File: config.mk
export PLATFORM = sky130hd
export DESIGN_NAME = spi_cmd_decoder
export DESIGN_NICKNAME = d
export VERILOG_FILES = /design/src/rtl/spi_cmd_decoder.sv
export SDC_FILE = /design/constraint.sdc
export NUM_CORES = 1
export LEC_CHECK = 0
export ABC_AREA = 1
export CORE_ASPECT_RATIO = 1.4
export CORE_MARGIN = 5
export CORE_UTILIZATION = 45
export CTS_CLUSTER_DIAMETER = 30
export DETAILED_ROUTE_END_ITERATION = 8
export GPL_ROUTABILITY_DRIVEN = 0
export PLACE_DENSITY = 0.68
export SLEW_MARGIN = 20
export SYNTH_ARGS = -nofsm -noshare
export SYNTH_HDL_FRONTEND = slang
export SYNTH_SLANG_ARGS = --single-unit
File: constraint.sdc
create_clock -name clk_i -period 4 [get_ports clk_i]
set_input_delay 0.4 -clock clk_i [delete_from_list [all_inputs] [get_ports clk_i]]
set_output_delay 0.4 -clock clk_i [all_outputs]
set_load 0.1 [all_outputs]
File: src/rtl/spi_cmd_decoder.sv
// Command decoder behind spi_slave: frames the received byte stream with chip-select
// and turns it into config writes, sequential pixel-RAM writes and MISO readback.
module spi_cmd_decoder #(
  parameter int         DEPTH      = 768,
  parameter int         ADDR_WIDTH = $clog2(DEPTH),
  parameter logic [7:0] DEV_ID     = 8'hA5,
  parameter logic [7:0] CONF_RST   = 8'h00
) (
  input  logic                  clk_i,
  input  logic                  rst_i,
  input  logic                  spi_cs_n_i,
  input  logic                  spi_byte_vld_i,
  input  logic [7:0]            spi_byte_data_i,
  output logic [7:0]            spi_byte_data_o,
  output logic                  ram_wr_en_o,
  output logic [ADDR_WIDTH-1:0] ram_wr_addr_o,
  output logic [7:0]            ram_wr_data_o,
  output logic [7:0]            conf_o,
  output logic                  frame_done_o,
  output logic                  ovf_o
);

  localparam int CNT_W = ADDR_WIDTH + 1;
  localparam logic [CNT_W-1:0] DEPTH_C = CNT_W'(DEPTH);

  localparam logic [7:0] CMD_CONF = 8'h2A;
  localparam logic [7:0] CMD_DATA = 8'h2B;
  localparam logic [7:0] CMD_INFO = 8'h2C;

  typedef enum logic [2:0] {
    ST_IDLE,
    ST_CONF,
    ST_DATA,
    ST_INFO,
    ST_DISCARD
  } state_t;

  state_t                state_q, state_d;
  logic [CNT_W-1:0]      count_q, count_d;
  logic                  written_q, written_d;
  logic                  wr_en_q, wr_en_d;
  logic [ADDR_WIDTH-1:0] wr_addr_q, wr_addr_d;
  logic [7:0]            wr_data_q, wr_data_d;
  logic [7:0]            conf_q, conf_d;
  logic [7:0]            rd_q, rd_d;
  logic                  done_q, done_d;
  logic                  ovf_q, ovf_d;

  logic cs_meta, cs_sync, cs_prev;
  logic cs_rise, accept;

  // cs_prev is the edge-detect stage; a byte arriving in the rise cycle still belongs to the frame.
  always_ff @(posedge clk_i) begin
    if (rst_i) begin
      cs_meta <= 1'b1;
      cs_sync <= 1'b1;
      cs_prev <= 1'b1;
    end else begin
      // NOTE: non-blocking assignments make every register sample the pre-edge value,
      // so this shift chain really is three stages rather than collapsing into one.
      cs_meta <= spi_cs_n_i;
      cs_sync <= cs_meta;
      cs_prev <= cs_sync;
    end
  end

  assign cs_rise = cs_sync & ~cs_prev;
  assign accept  = spi_byte_vld_i & (~cs_sync | cs_rise);

  always_comb begin
    // NOTE: every value driven here gets a default first; a path that skips an
    // assignment would otherwise infer a latch to hold the old value.
    state_d   = state_q;
    count_d   = count_q;
    written_d = written_q;
    wr_en_d   = 1'b0;
    wr_addr_d = wr_addr_q;
    wr_data_d = wr_data_q;
    conf_d    = conf_q;
    rd_d      = rd_q;
    done_d    = 1'b0;
    ovf_d     = ovf_q;

    if (accept) begin
      unique case (state_q)
        ST_IDLE: begin
          unique case (spi_byte_data_i)
            CMD_CONF: state_d = ST_CONF;
            CMD_DATA: begin
              count_d   = '0;
              written_d = 1'b0;
              ovf_d     = 1'b0;
              state_d   = ST_DATA;
            end
            CMD_INFO: begin
              rd_d    = DEV_ID;
              state_d = ST_INFO;
            end
            default:  state_d = ST_DISCARD;
          endcase
        end
        ST_CONF: begin
          conf_d  = spi_byte_data_i;
          state_d = ST_IDLE;
        end
        ST_DATA: begin
          // The count saturates at DEPTH; the address is never allowed to wrap.
          if (count_q < DEPTH_C) begin
            wr_en_d   = 1'b1;
            wr_addr_d = count_q[ADDR_WIDTH-1:0];
            wr_data_d = spi_byte_data_i;
            count_d   = count_q + CNT_W'(1);
            written_d = 1'b1;
          end else begin
            ovf_d   = 1'b1;
            state_d = ST_DISCARD;
          end
        end
        ST_INFO: begin
          rd_d    = conf_q;
          state_d = ST_DISCARD;
        end
        default: ;
      endcase
    end

    // Frame end is applied after the byte so a coincident last byte still counts.
    if (cs_rise) begin
      done_d    = ((state_q == ST_DATA) || (state_q == ST_DISCARD)) && written_d;
      written_d = 1'b0;
      rd_d      = 8'h00;
      state_d   = ST_IDLE;
    end
  end

  always_ff @(posedge clk_i) begin
    if (rst_i) begin
      state_q   <= ST_IDLE;
      count_q   <= '0;
      written_q <= 1'b0;
      wr_en_q   <= 1'b0;
      wr_addr_q <= '0;
      wr_data_q <= 8'h00;
      conf_q    <= CONF_RST;
      rd_q      <= 8'h00;
      done_q    <= 1'b0;
      ovf_q     <= 1'b0;
    end else begin
      state_q   <= state_d;
      count_q   <= count_d;
      written_q <= written_d;
      wr_en_q   <= wr_en_d;
      wr_addr_q <= wr_addr_d;
      wr_data_q <= wr_data_d;
      conf_q    <= conf_d;
      rd_q      <= rd_d;
      done_q    <= done_d;
      ovf_q     <= ovf_d;
    end
  end

  assign spi_byte_data_o = rd_q;
  assign ram_wr_en_o     = wr_en_q;
  assign ram_wr_addr_o   = wr_addr_q;
  assign ram_wr_data_o   = wr_data_q;
  assign conf_o          = conf_q;
  assign frame_done_o    = done_q;
  assign ovf_o           = ovf_q;

endmodule

* After elaboration in Yosys (flattened, before gate mapping)
Cells that the tools add are included.
** Cells by class
- Add/sub/neg operators :: 1
- Multiply operators :: 0
- Divide/modulo/power cells :: 0
- Magnitude comparators :: 1
- Eq/ne operators :: 11
- Shift-type cells :: 0
- Muxes and demuxes :: 16
- Bitwise operators :: 8
- Reductions and logical operators :: 15
** Operators by type and width (number)
- 8-bit by 6-bit == test with 1-bit output (second input constant) :: 3
- 11-bit two-way mux :: 2
- 11-bit one-hot mux with 2 select lines :: 1
- 8-bit one-hot mux with 2 select lines :: 1
- 3-bit one-hot mux with 4 select lines :: 1
- 11-bit by 1-bit adder with 11-bit output (second input constant) :: 1
- 11-bit by 10-bit less-than comparator with 1-bit output (second input constant) :: 1
- 3-bit one-hot mux with 3 select lines :: 1
- 3-bit AND reduction :: 3
- 8-bit two-way mux :: 1
- 2-bit inequality test (second input constant) :: 4
- 4-bit AND reduction :: 2
- 3-bit by 2-bit == test with 1-bit output (second input constant) :: 2
- 1-bit two-way mux :: 6
- 1-bit inverter :: 5
- 1-bit one-hot mux with 2 select lines :: 2
- 2-bit nonzero test :: 2
- 4-bit nonzero test :: 1
- 2-bit OR reduction :: 2
- 3-bit by 1-bit == test with 1-bit output (second input constant) :: 1
- 3-bit == test (second input constant) :: 1
- 3-bit logical NOT :: 1
- 3-bit two-way mux :: 1
- 3-bit OR reduction :: 1
- 5 further kinds :: 6
** Word-level totals
- Register bits after elaboration :: 55
- Latch bits :: 0
- RAM bits :: 0
- ROM bits :: 0
- Output and inout port bits :: 37
- Logic and storage cells :: 65
- Memories :: 0

* Logic depth before layout (Yosys ltp)
Gate-level depths: netlist of run 1.
- Depth in word-level cells :: 6
- Depth in mapped cells :: 9
- Mapped depth without buffers :: 9

* Worst setup path after synthesis of run 1
OpenSTA, ideal clock, no wires.
- Path kind :: input to register
- From :: input spi_byte_data_i[4]
- To :: register count_q[1]
- Library setup time :: 115 ps
- Arrival :: 1371 ps
- Required time :: 3885 ps
- Slack :: 2514 ps
- Cell stages on the path :: 9
- Path through :: inv_1 > nand2_1 > nor3_2 > nand2_1 > nand2_1 > nand2_2 > buf_4 > o21ai_1 > nor2_1
** Between the ends
- Cells in the longest elaborated chain, start to end :: 3
** Ends and longest elaborated chain
- start: declaration :: line 13 : input logic [7:0] spi_byte_data_i,
- 8-bit by 6-bit == test with 1-bit output :: line 87 : unique case (spi_byte_data_i)
- 2-bit inequality test (no source line)
- 4-bit AND reduction (no source line)
- end signal: assignment :: line 150 : count_q <= count_d;
- end: declaration :: line 39 : logic [CNT_W-1:0] count_q, count_d;
Every way passes these cells.
A chain may end at the register's enable or synchronous reset.

* Worst setup path in the final report of run 1
- From :: register conf_q[4], in the netlist conf_o[4]
- To :: output conf_o[4]
** RTL lines
- start: declaration :: line 44 : logic [7:0] conf_q, conf_d;
- start signal: assignment :: line 155 : conf_q <= conf_d;
- end: declaration :: line 18 : output logic [7:0] conf_o,
No word-level cell between the ends.

==> results of run 1 <==
[synth_stat cells, drive strengths merged]
| master | number |
|---|---|
| or2 | 2 |
| inv | 28 |
| clkbuf | 4 |
| nor2 | 65 |
| nor3 | 4 |
| nand2 | 65 |
| ha | 1 |
| dfxtp | 55 |
| o21ai | 32 |
| xor2 | 2 |
| a21oi | 31 |
| nand4 | 9 |
| nand3b | 1 |
| o22ai | 1 |
| clkinv | 1 |
| buf | 6 |
| nand3 | 17 |
[stage by stage]
step / std cells / setup slack [ps] / instance area, µm² / util / total power, µW
final: 437 / 1730 / 2970 / 0.581 / 977
after global routing: 437 / 1690 / 2970 / 0.581 / 1020
after CTS: 437 / 1720 / 2970 / 0.581 / 989
after detailed placement: 429 / 1720 / 2860 / 0.558 / 610
after global placement: 429 / 1750 / 2860 / 0.558 / 610
after floorplan: 324 / 2510 / 2340 / - / 589
[routing by layer]
| metal | part of all wire | vias to the layer above | track usage |
|---|---|---|---|
| li1 | - | 1134 | - |
| met1 | 0.40 | 971 | 0.186 |
| met2 | 0.54 | 45 | 0.341 |
| met3 | 0.035 | 14 | 0.0380 |
| met4 | 0.022 | 0 | 0.0752 |
| met5 | 0 | - | 0 |
[cell type report]
cell class                 instances  area, µm²
timing repair buffer              49        488
inverter                          29        110
tap                               66       82.6
multi-input combinational        230       1070
clock buffer                       6       82.6
sequential                        55       1100
fill                             503       2150
clock inverter                     2       35.0
[how the worst max path moves through the flow]
stage / startpoint / end / slack, ps / cells after the start
5_1_grt: conf_o[4]$_SDFFE_PP0P_ / conf_o[4] / 1690 / 1
3_5_place_dp: spi_byte_vld_i / ram_wr_data_o[0]$_SDFFE_PP0P_ / 1720 / 7
6_report: conf_o[4]$_SDFFE_PP0P_ / conf_o[4] / 1730 / 1
2_1_floorplan: spi_byte_data_i[4] / count_q[1]$_SDFFE_PP0P_ / 2510 / 9
3_3_place_gp: spi_byte_vld_i / ram_wr_data_o[0]$_SDFFE_PP0P_ / 1750 / 7
4_1_cts: conf_o[6]$_SDFFE_PP0P_ / conf_o[6] / 1720 / 1
[registers in the layout, indices dropped and copies added (netlist names), 3 cells and up]
| name | cells |
|---|---|
| ram_wr_data_o | 8 |
| state_q | 3 |
| ram_wr_addr_o | 10 |
| conf_o | 8 |
| spi_byte_data_o | 8 |
| count_q | 11 |
[cells by family after synthesis]
family                     after synthesis  share of synthesized area
xor gates and xnor gates                 2                    0.00749
adders and majority gates                1                    0.00535
AOI/OAI and AO/OA                       64                      0.150
DFF                                     55                      0.471
buffers and inverters                   39                     0.0706
and+or+nand+nor                        163                      0.296
[power by group through the flow]
stage	registers (µW)	logic (µW)	clock network [µW]
floorplan	566	23.0	0
global placement	564	46.4	0
detailed placement	564	46.8	0
CTS	551	47.0	392
global route	552	52.2	420
finish	551	46.8	379
[layout by cell type, fill, tap and decap left out, types with 2 or more instances in the layout]
| cell | n |
|---|---|
| nor2_1 | 63 |
| a21oi_1 | 28 |
| nor3_1 | 3 |
| o21ai_0 | 27 |
| a21oi_4 | 2 |
| nor2_2 | 2 |
| nand3_1 | 16 |
| xor2_1 | 2 |
| clkbuf_8 | 6 |
| dfxtp_1 | 55 |
| or2_2 | 2 |
| nand2_1 | 62 |
| nand2_2 | 3 |
| o21ai_1 | 4 |
| inv_1 | 27 |
| nand4_1 | 9 |
| clkdlybuf4s50_1 | 48 |
| clkinv_2 | 2 |
==> metrics, run 1 <==
share of power burned in registers 0.564; Layout area overhead 27.1%; max-slew violations 0; share of the synthesized area in the top cell type 0.471; global-route wire length before repair 9700 µm; CORE AREA 5120 µm²; main area contributors after synthesis dfxtp_1 (47%), nor2_1 (10%), nand2_1 (9.9%); R2R Path End ram_wr_addr_o[6]$_SDFFE_PP0P_; highest clock rate about 440 MHz; Comb pwr share 0.048; # rows 31; register bit total from synthesis 55; Hold EP cs_sync$_SDFF_PP1_; reg-to-reg startpoint state_q[0]$_SDFFE_PP0P_; Starting Density 0.457; Total Routing Usage GR 0.178; sum of negative setup slack 0 ps; WP buf/inv 1; Detailed Routing Iterations Pass 1 4; synth warn 0; min Tclk post-route 2270 ps; crit-path cells clkdlybuf4s50_1; CTS buffer count 5; Avg WL per Cell between 10 and 15 µm; full die area 6760 µm²; root buffer cell clkbuf_8; CTS clock-pin slew for the worst setup and hold paths about 100 ps; Slowest-stage cell, CP clkdlybuf4s50_1; NumNets Final ~380; status complete, no violations; Psw around 210 µW; Max-Slew Margin vs Limit 0.343; reg-to-reg slack, setup 2050 ps; synthesized area 2340 µm²; Critical Path Max Stage Delay 1160 ps; final WL 5470 µm; Longest Clk Path Bufs 2; CP required between 3000 and 4000 ps; CP endpoint kind primary output; Netlist cell types 29; final setup vio count 0; Max-Cap Viols 0; clock network fraction of total power 0.388; clock skew between 4 and 5 ps; Final ANT Viol Nets 0; Least-Margin Pin Slew 982 ps; sequential cell area fraction in the yosys report 0.471; Final period util 0.567; Die W 70.9 µm; Sw Ratio 0.212; Synthesized Nets 337; largest area contributor in the netlist dfxtp_1; Ant. Diodes 0; number of global-route vias before repair ~2,200; Int Power roughly 770 µW; Clock Sinks 55; FF-to-FF path depth 7; RSZ-0062 raised after global routing no; Residual DRC 0; DRT iter0 DRCs 131; total vias in the final route 2,164; Hold Path Class flip-flop to flip-flop; Worst Hold Path Cells 1; share of cells above drive strength 1 0.0647; initial antenna violation count 0; IO buf count 48; setup bufs post-CTS 0; TritonCTS clock tree built; crit path DAT 1870 ps; vias per cell around 5; Power Density ~330 nW/µm²; global route overflow 0; Leak between 0.001 and 0.0015 µW; Top Family by Delay on Critical Path buffers and inverters; Final Hold Viols 0; Avg Synthesized Cell Area 7.22 µm²; critical path class flip-flop to primary output; crit path launch type flip-flop; CTS-repair resized insts 0; I/O pin cnt 49; H-Tree Depth 2; chip height 95.3 µm; largest net degree at the start of global routing 30; hold buffers post-CTS 0; peak supply drop ~0.00019 V; post-DP HPWL 4150 µm; Syn Inst Count ~320; Worst-Skew Late Latency 300 ps; hold_sp cs_meta$_SDFF_PP1_; CP Max Fanout 3; hold_ws 420 ps
Note: power is estimated with default switching activity, not from simulation.
==> inputs of run 2 (changes only) <==
Clock period 4 ns to 2.35 ns, I/O delays scaled along.
==> run 2 against run 1 <==
Final cell count up 0.23%. Sequential share of layout area grew 1.2 points. Clock power is 58% higher. Combinational power grew 71%. Global-route usage is 0.84 points lower. Total power up 65%. Critical path type is now flip-flop to flip-flop.
==> metrics, run 2 (synthesis results as in run 1) <==
hold buffers post-CTS 0; max FFs per register 11; global-route wire length before repair roughly 9300 µm; full die area roughly 6800 µm²; root buffer cell clkbuf_8; Worst Hold Path Cells 1; Comb pwr share 0.050; share of cells above drive strength 1 0.164; Avg WL per Cell 12.5 µm; Longest Clk Path Bufs 2; Least-Margin Pin Slew 446 ps; commonest non-fill, non-tap cell in the layout nor2_1; Tot Pwr 1620 µW; CP endpoint kind flip-flop; most frequent cells in the layout nor2_1 (63), nand2_1 (62), dfxtp_1 (55), buf_4 (40), a21oi_1 (28); clock skew 6.20 ps; Top Family by Delay on Critical Path flip-flops; final core occ 0.563; peak supply drop approximately 0.00039 V; hold_ws 414 ps; Final period util 0.710; Starting Density 0.457; final setup vio count 0; Psw 337 µW; Sw Ratio 0.208; status complete, no violations; share of power burned in registers 0.580; Final ANT Viol Nets 0; final WL 5500 µm; I/O pin cnt 49; Hold Path Class flip-flop to flip-flop; setup bufs post-CTS 0; Final Cell Area 2880 µm²; GR Layer Usage met1 0.188; CTS buffer count 5; crit path DAT 1900 ps; CTS clock-pin slew for the worst setup and hold paths 90 ps; met3 Use GR 0.0327; placed inst area 2780 µm²; post-DP HPWL 4200 µm; Layout area overhead 23.1%; Detailed Routing Iterations Pass 1 4; CP Max Fanout 27; GR peak layer met2; global route overflow 0; Reg area between 1000 and 1500 µm²; crit path launch type flip-flop; NumNets Final 385; largest net degree at the start of global routing 28; number of global-route vias before repair 2,076; min Tclk post-route around 1700 ps; Die W 70.9 µm; Slowest-stage cell, CP dfxtp_1; WP buf/inv 1; DRT iter0 DRCs 120; critical path class flip-flop to flip-flop; max-slew violations 0; Top reg by flops count_q; Final Hold Viols 0; # fillers 538; initial antenna violation count 0; Max-Slew Margin vs Limit 0.701; Leak 0.00126 µW; Residual DRC 0; # rows 31; CTS-repair resized insts 0; CORE AREA a little over 5000 µm²; chip height about 95 µm; Critical Path Max Stage Delay 530 ps; FF-to-FF path depth 6; Max-Cap Viols 0; total vias in the final route 2,161; met2 usage 0.326; CP Depth 6; IO buf count 48; H-Tree Depth 2; Total Routing Usage GR 0.170; Power Density 561 nW/µm²; highest clock rate 600 MHz; multi-input logic area roughly 1100 µm²; Worst-Skew Late Latency 300 ps; sum of negative setup slack 0 ps; vias per cell roughly 5; Clock Sinks 55; clock network fraction of total power 0.370; Int Power ~1300 µW; Ant. Diodes 0; TritonCTS clock tree built; CP required around 2600 ps; crit-path cells nand2_2, nor2_2, nand2_1, clkinv_2, o21ai_0, a21oi_1; RSZ-0062 raised after global routing no
-- run 2: changes by cell type in the layout (fill, tap and decap cells not counted), sizes merged --
cell	previous run	this run
clkinv	2	1
clkdlybuf4s50	48	11
buf	1	40
-- run 2: worst register-to-register path: stages, from the launching register on --
cell	delay (ps)
dfxtp_1	530
nand2_2	230
nor2_2	200
nand2_1	100
clkinv_2	280
o21ai_0	130
a21oi_1	130
-- run 2: cell type report --
type                    count  area share
inverters                  29      0.0382
multi-input cells         230       0.373
well taps                  66      0.0287
clock inverters             1      0.0104
clock buffers               6      0.0252
repair buffers             51       0.142
flip-flops and latches     55       0.382
-- run 2: path summary, 6_finish.rpt --
check / end / startpoint / slack, ps
max: ram_wr_addr_o[8]$_SDFFE_PP0P_ / state_q[1]$_SDFFE_PP0P_ / 680
min: cs_sync$_SDFF_PP1_ / cs_meta$_SDFF_PP1_ / 410
max reg2reg: ram_wr_addr_o[8]$_SDFFE_PP0P_ / state_q[1]$_SDFFE_PP0P_ / 680
min reg2reg: cs_sync$_SDFF_PP1_ / cs_meta$_SDFF_PP1_ / 410
-- run 2: metal layers --
metal,part of all wire,wire length [µm],vias to the layer above
li1,-,-,1144
met1,0.42,2320,974
met2,0.52,2880,38
met3,0.040,218,5
met4,0.013,69,0
met5,0,0,-
-- run 2: metrics by stage --
| stage | instances | setup WS, ps |
|---|---|---|
| 2_1_floorplan | 324 | 975 |
| 6_report | 438 | 682 |
| 5_1_grt | 438 | 489 |
| 4_1_cts | 438 | 664 |
| 3_3_place_gp | 431 | 377 |
| 3_5_place_dp | 431 | 344 |
-- run 2: power groups by stage --
stage               combinational [µW]  sequential (µW)  clock, µW
floorplan                         39.1              964          0
global placement                  80.3              959          0
detailed placement                80.7              959          0
CTS                               80.9              938        613
global route                      89.8              939        655
finish                            80.2              937        598
==> inputs of run 3 (changes only) <==
Settings changed: PLACE_DENSITY 0.68 to 0.71.
Clock period 2.35 ns to 1.4 ns, I/O delays scaled along.
==> run 3 against run 2 <==
Maximum frequency grew 24%. Final area rose by 30%. Via count rose by 12%. Count of clock-buffer cells in the layout did not move. Critical path type unchanged. Highest routed layer unchanged.
==> metrics, run 3 (synthesis results as in run 1) <==
vias per cell 5.09; CP Max Fanout 4; Hold Path Class input port to flip-flop; post-DP HPWL 5010 µm; total vias in the final route 2,423; largest net degree at the start of global routing 30; max FFs per register 11; Max-Cap Viols 0; RSZ-0062 raised after global routing yes; crit path launch type flip-flop; most frequent cells in the layout nor2_1 (60), nand2_1 (59), dfxtp_1 (50), buf_12 (40), buf_4 (37); Longest Clk Path Bufs 2; CP endpoint kind flip-flop; NumNets Final 422; commonest non-fill, non-tap cell in the layout nor2_1; Clock Sinks 55; crit path DAT ~1600 ps; DRT iter0 DRCs around 130; critical path class flip-flop to flip-flop; min Tclk post-route roughly 1300 ps; status complete, no violations; Detailed Routing Iterations Pass 1 5; DP Worst Slack -288 ps; Final ANT Viol Nets 0; Power Density 761 nW/µm²; FF-to-FF path depth 6; clock skew 13.5 ps; highest clock rate 745 MHz; full die area around 6800 µm²; H-Tree Depth 2; Final WS setup 57.2 ps; root buffer cell clkbuf_8; peak supply drop approximately 0.001 V; CORE AREA about 5100 µm²; Ant. Diodes 0; global-route wire length before repair about 10,000 µm; Final Hold Viols 0; Avg WL per Cell around 14 µm; # rows 31; Worst-Skew Late Latency 310 ps; initial antenna violation count 0; Total Routing Usage GR 0.194; number of global-route vias before repair 2,412; share of cells above drive strength 1 0.278; Leak 0.00159 µW; Residual DRC 0; Die W approximately 70 µm; global route overflow 0; I/O pin cnt 49; CTS buffer count 5; CP required 1630 ps; IO buf count 48; chip height 95.3 µm; Max-Slew Margin vs Limit 0.818; Top reg by flops count_q; final setup vio count 0; CTS clock-pin slew for the worst setup and hold paths 100 ps; max-slew violations 0; Final period util 0.959; Starting Density 0.457; final WL 6630 µm; hold_ws 397 ps; TritonCTS clock tree built; Least-Margin Pin Slew 272 ps; Layout area overhead 60.0%; Worst Hold Path Cells 2
[run 3: changes by cell type in the layout (fill, tap and decap cells not counted), moves of 5 or more]
cell | before | now
buf_12 | 0 | 40
dfxtp_1 | 55 | 50
dfxtp_2 | 0 | 5
o21ai_0 | 27 | 21
o21ai_1 | 4 | 10
[run 3: where the power goes]
part | switching, µW | internal [µW] | total, µW | leakage [µW]
Sequential | 6.43 | 1570 | 1580 | 0.000446
Clock | 514 | 579 | 1090 | 0.0000612
Combinational | 99.0 | 83.4 | 182 | 0.00109
Total | 619 | 2230 | 2850 | 0.00159
[run 3: per-layer routing]
metal  track usage  vias to the layer above  share of wire
met5             0                        -              0
met4         0.105                        0          0.033
met3        0.0422                       19          0.040
met2         0.377                       68           0.57
met1         0.188                     1117           0.36
li1              -                     1219              -
[run 3: worst paths after layout]
check	from	endpoint	slack, ps
worst max-delay path	cs_sync$_SDFF_PP1_	count_q[4]$_SDFFE_PP0P_	60
worst min-delay path	spi_cs_n_i	cs_meta$_SDFF_PP1_	400
worst max register to register	cs_sync$_SDFF_PP1_	count_q[4]$_SDFFE_PP0P_	60
worst min register to register	cs_meta$_SDFF_PP1_	cs_sync$_SDFF_PP1_	450
[run 3: area by class of cell]
cell class / count / area [µm²]
clock buffers: 6 / 82.6
clock inverters: 2 / 35.0
fillers: 381 / 1380
inverters: 29 / 116
multi-input cells: 230 / 1130
flip-flops and latches: 55 / 1110
well taps: 66 / 82.6
repair buffers: 88 / 1190
[run 3: stage by stage]
stage,TNS (ps),area [µm²],util,std cells,total power [µW]
final,0,3740,0.731,476,2850
after floorplan,0,2340,-,324,1680
after global placement,-7540,3540,0.692,466,1780
after detailed placement,-9030,3540,0.692,466,1780
after global routing,-32.7,3740,0.731,476,2930
after CTS,0,3660,0.716,474,2850
[run 3: worst max-delay path, cell delays in order (launching register included)]
cell	delay [ps]
dfxtp_1	360
a21oi_4	210
nand2_2	110
a21oi_4	160
buf_4	160
nand3_1	90
a21oi_1	180
[run 3: repair_timing]
item	4_1_cts	5_1_grt
endpoints found under the hold margin	0	0
hold buffers	0	0
buffers inserted	0	2
gates resized for setup	2	26
pin swaps	0	2
endpoints found under the setup margin	10	39
==> edit, RTL diff (flow settings as in run 3) <==
Encoding of `state_t`: now one-hot (5 bits for 5 states).
--- a/src/rtl/spi_cmd_decoder.sv
+++ b/src/rtl/spi_cmd_decoder.sv
@@ -27,12 +27,12 @@
   localparam logic [7:0] CMD_DATA = 8'h2B;
   localparam logic [7:0] CMD_INFO = 8'h2C;
 
-  typedef enum logic [2:0] {
-    ST_IDLE,
-    ST_CONF,
-    ST_DATA,
-    ST_INFO,
-    ST_DISCARD
+  typedef enum logic [4:0] {
+    ST_IDLE    = 5'b00001,
+    ST_CONF    = 5'b00010,
+    ST_DATA    = 5'b00100,
+    ST_INFO    = 5'b01000,
+    ST_DISCARD = 5'b10000
   } state_t;
 
   state_t                state_q, state_d;
Behaviour: no difference found for any inputs over 10 cycles, from zero or initial values and one cycle with rst_i high; not proved beyond that.
==> edit against run 3 <==
- critical path depth grew 1
- first-iteration DRC count up 28%
- worst setup slack got worse by 0.046 ns
- sequential cell count increased by 2
- sequential share of layout area is 2.5 points lower
- wire length up 14%
- area after synthesis up 11%
- final area is 13% higher
- non-clock buffer count fell by 2
- largest cell class is now multi-input gates
Power is not compared: it rests on default switching activity, and its combinational part moved more than twofold at a synthesized area within 25%.
==> edit: results (changes against run 3) <==
- Drt pass-1 iters: 4 (-1)
- WHS Path Cells: 4 (+2)
- Syn nets: 392 (+16%)
- End of the critical path: spi_byte_data_o[5]
- Final wirelength: 7.56 mm (+14%)
- Status: complete, no violations
- Max incr delay on CP: 0.34 ns (-0.02 ns)
- WHS: 0.230 ns (-0.167 ns)
- Avg Inst Size Synth: 6.83 µm² (-5.4%)
- Distinct cells, synth: 28 (-3.4%)
- FMAX: 0.720 GHz (-3.3%)
- Post-Synth Adder-Cell Area: 0.483% (-0.051 points)
- Post-synthesis sequential area ratio: 44.1% (-3.0 points)
- Worst reg2reg path depth: 7 (+1)
- Slew @ Worst Pin: 0.278 ns (+0.00617 ns)
- DR vias: 2724 (+12%)
- Xor and xnor area share after synthesis: 1.01% (+0.27 points)
- Reg-to-Reg Start: state_q[2]
- Complex-gate fraction of the synthesized area: 15.7% (+0.63 points)
- Worst path slowest cell: dfxtp_2
- CTS buffer count: 9 (+4)
- DPL Wire Length: 5.32 mm (+6.3%)
- Vias in the first global route: 2568 (+6.5%)
- First-pass GRT wire length: 11.6 mm (+12%)
- Clock network latency to the later pin of the worst-skew pair: 0.35 ns (+0.04 ns)
- Worst endpoint data arrival time: 1.63 ns (+0.06 ns)
- CP delay by family, top: simple AND/OR/NAND/NOR gates
- Synth area leaders: dfxtp_1, nand2_1, a21oi_1
- Layout Cells excl Fill: 540 (+13%)
- R2r setup slk: 0.01 ns (-0.05 ns)
- Htree depth: 3 (+1)
- Dpl ws: -0.324 ns (-0.0357 ns)
-- edit: what timing repair did --
| action | in CTS | in global routing |
|---|---|---|
| gates cloned | 1 | 0 |
| endpoints found under the setup margin | 22 | 49 |
| hold buffers | 0 | 0 |
| gates resized for setup | 15 | 69 |
| pin swaps | 3 | 24 |
| buffers inserted | 1 | 0 |
-- edit: final cells by class --
cell class                 count  area, µm²
multi-input combinational    262       1390
fill                         386       1330
timing repair buffer          86       1170
sequential                    57       1150
inverter                      51        199
clock buffer                  11        141
clock inverter                 5        103
tap                           68       85.1
-- edit: routing by layer --
| layer | GRT usage, % | vias to the layer above | routed length (µm) |
|---|---|---|---|
| met5 | 0 | - | 0 |
| met2 | 37.5 | 73 | 4160 |
| met1 | 21.1 | 1266 | 2880 |
| met4 | 9.48 | 0 | 214 |
| met3 | 5.36 | 18 | 309 |
| li1 | - | 1367 | - |
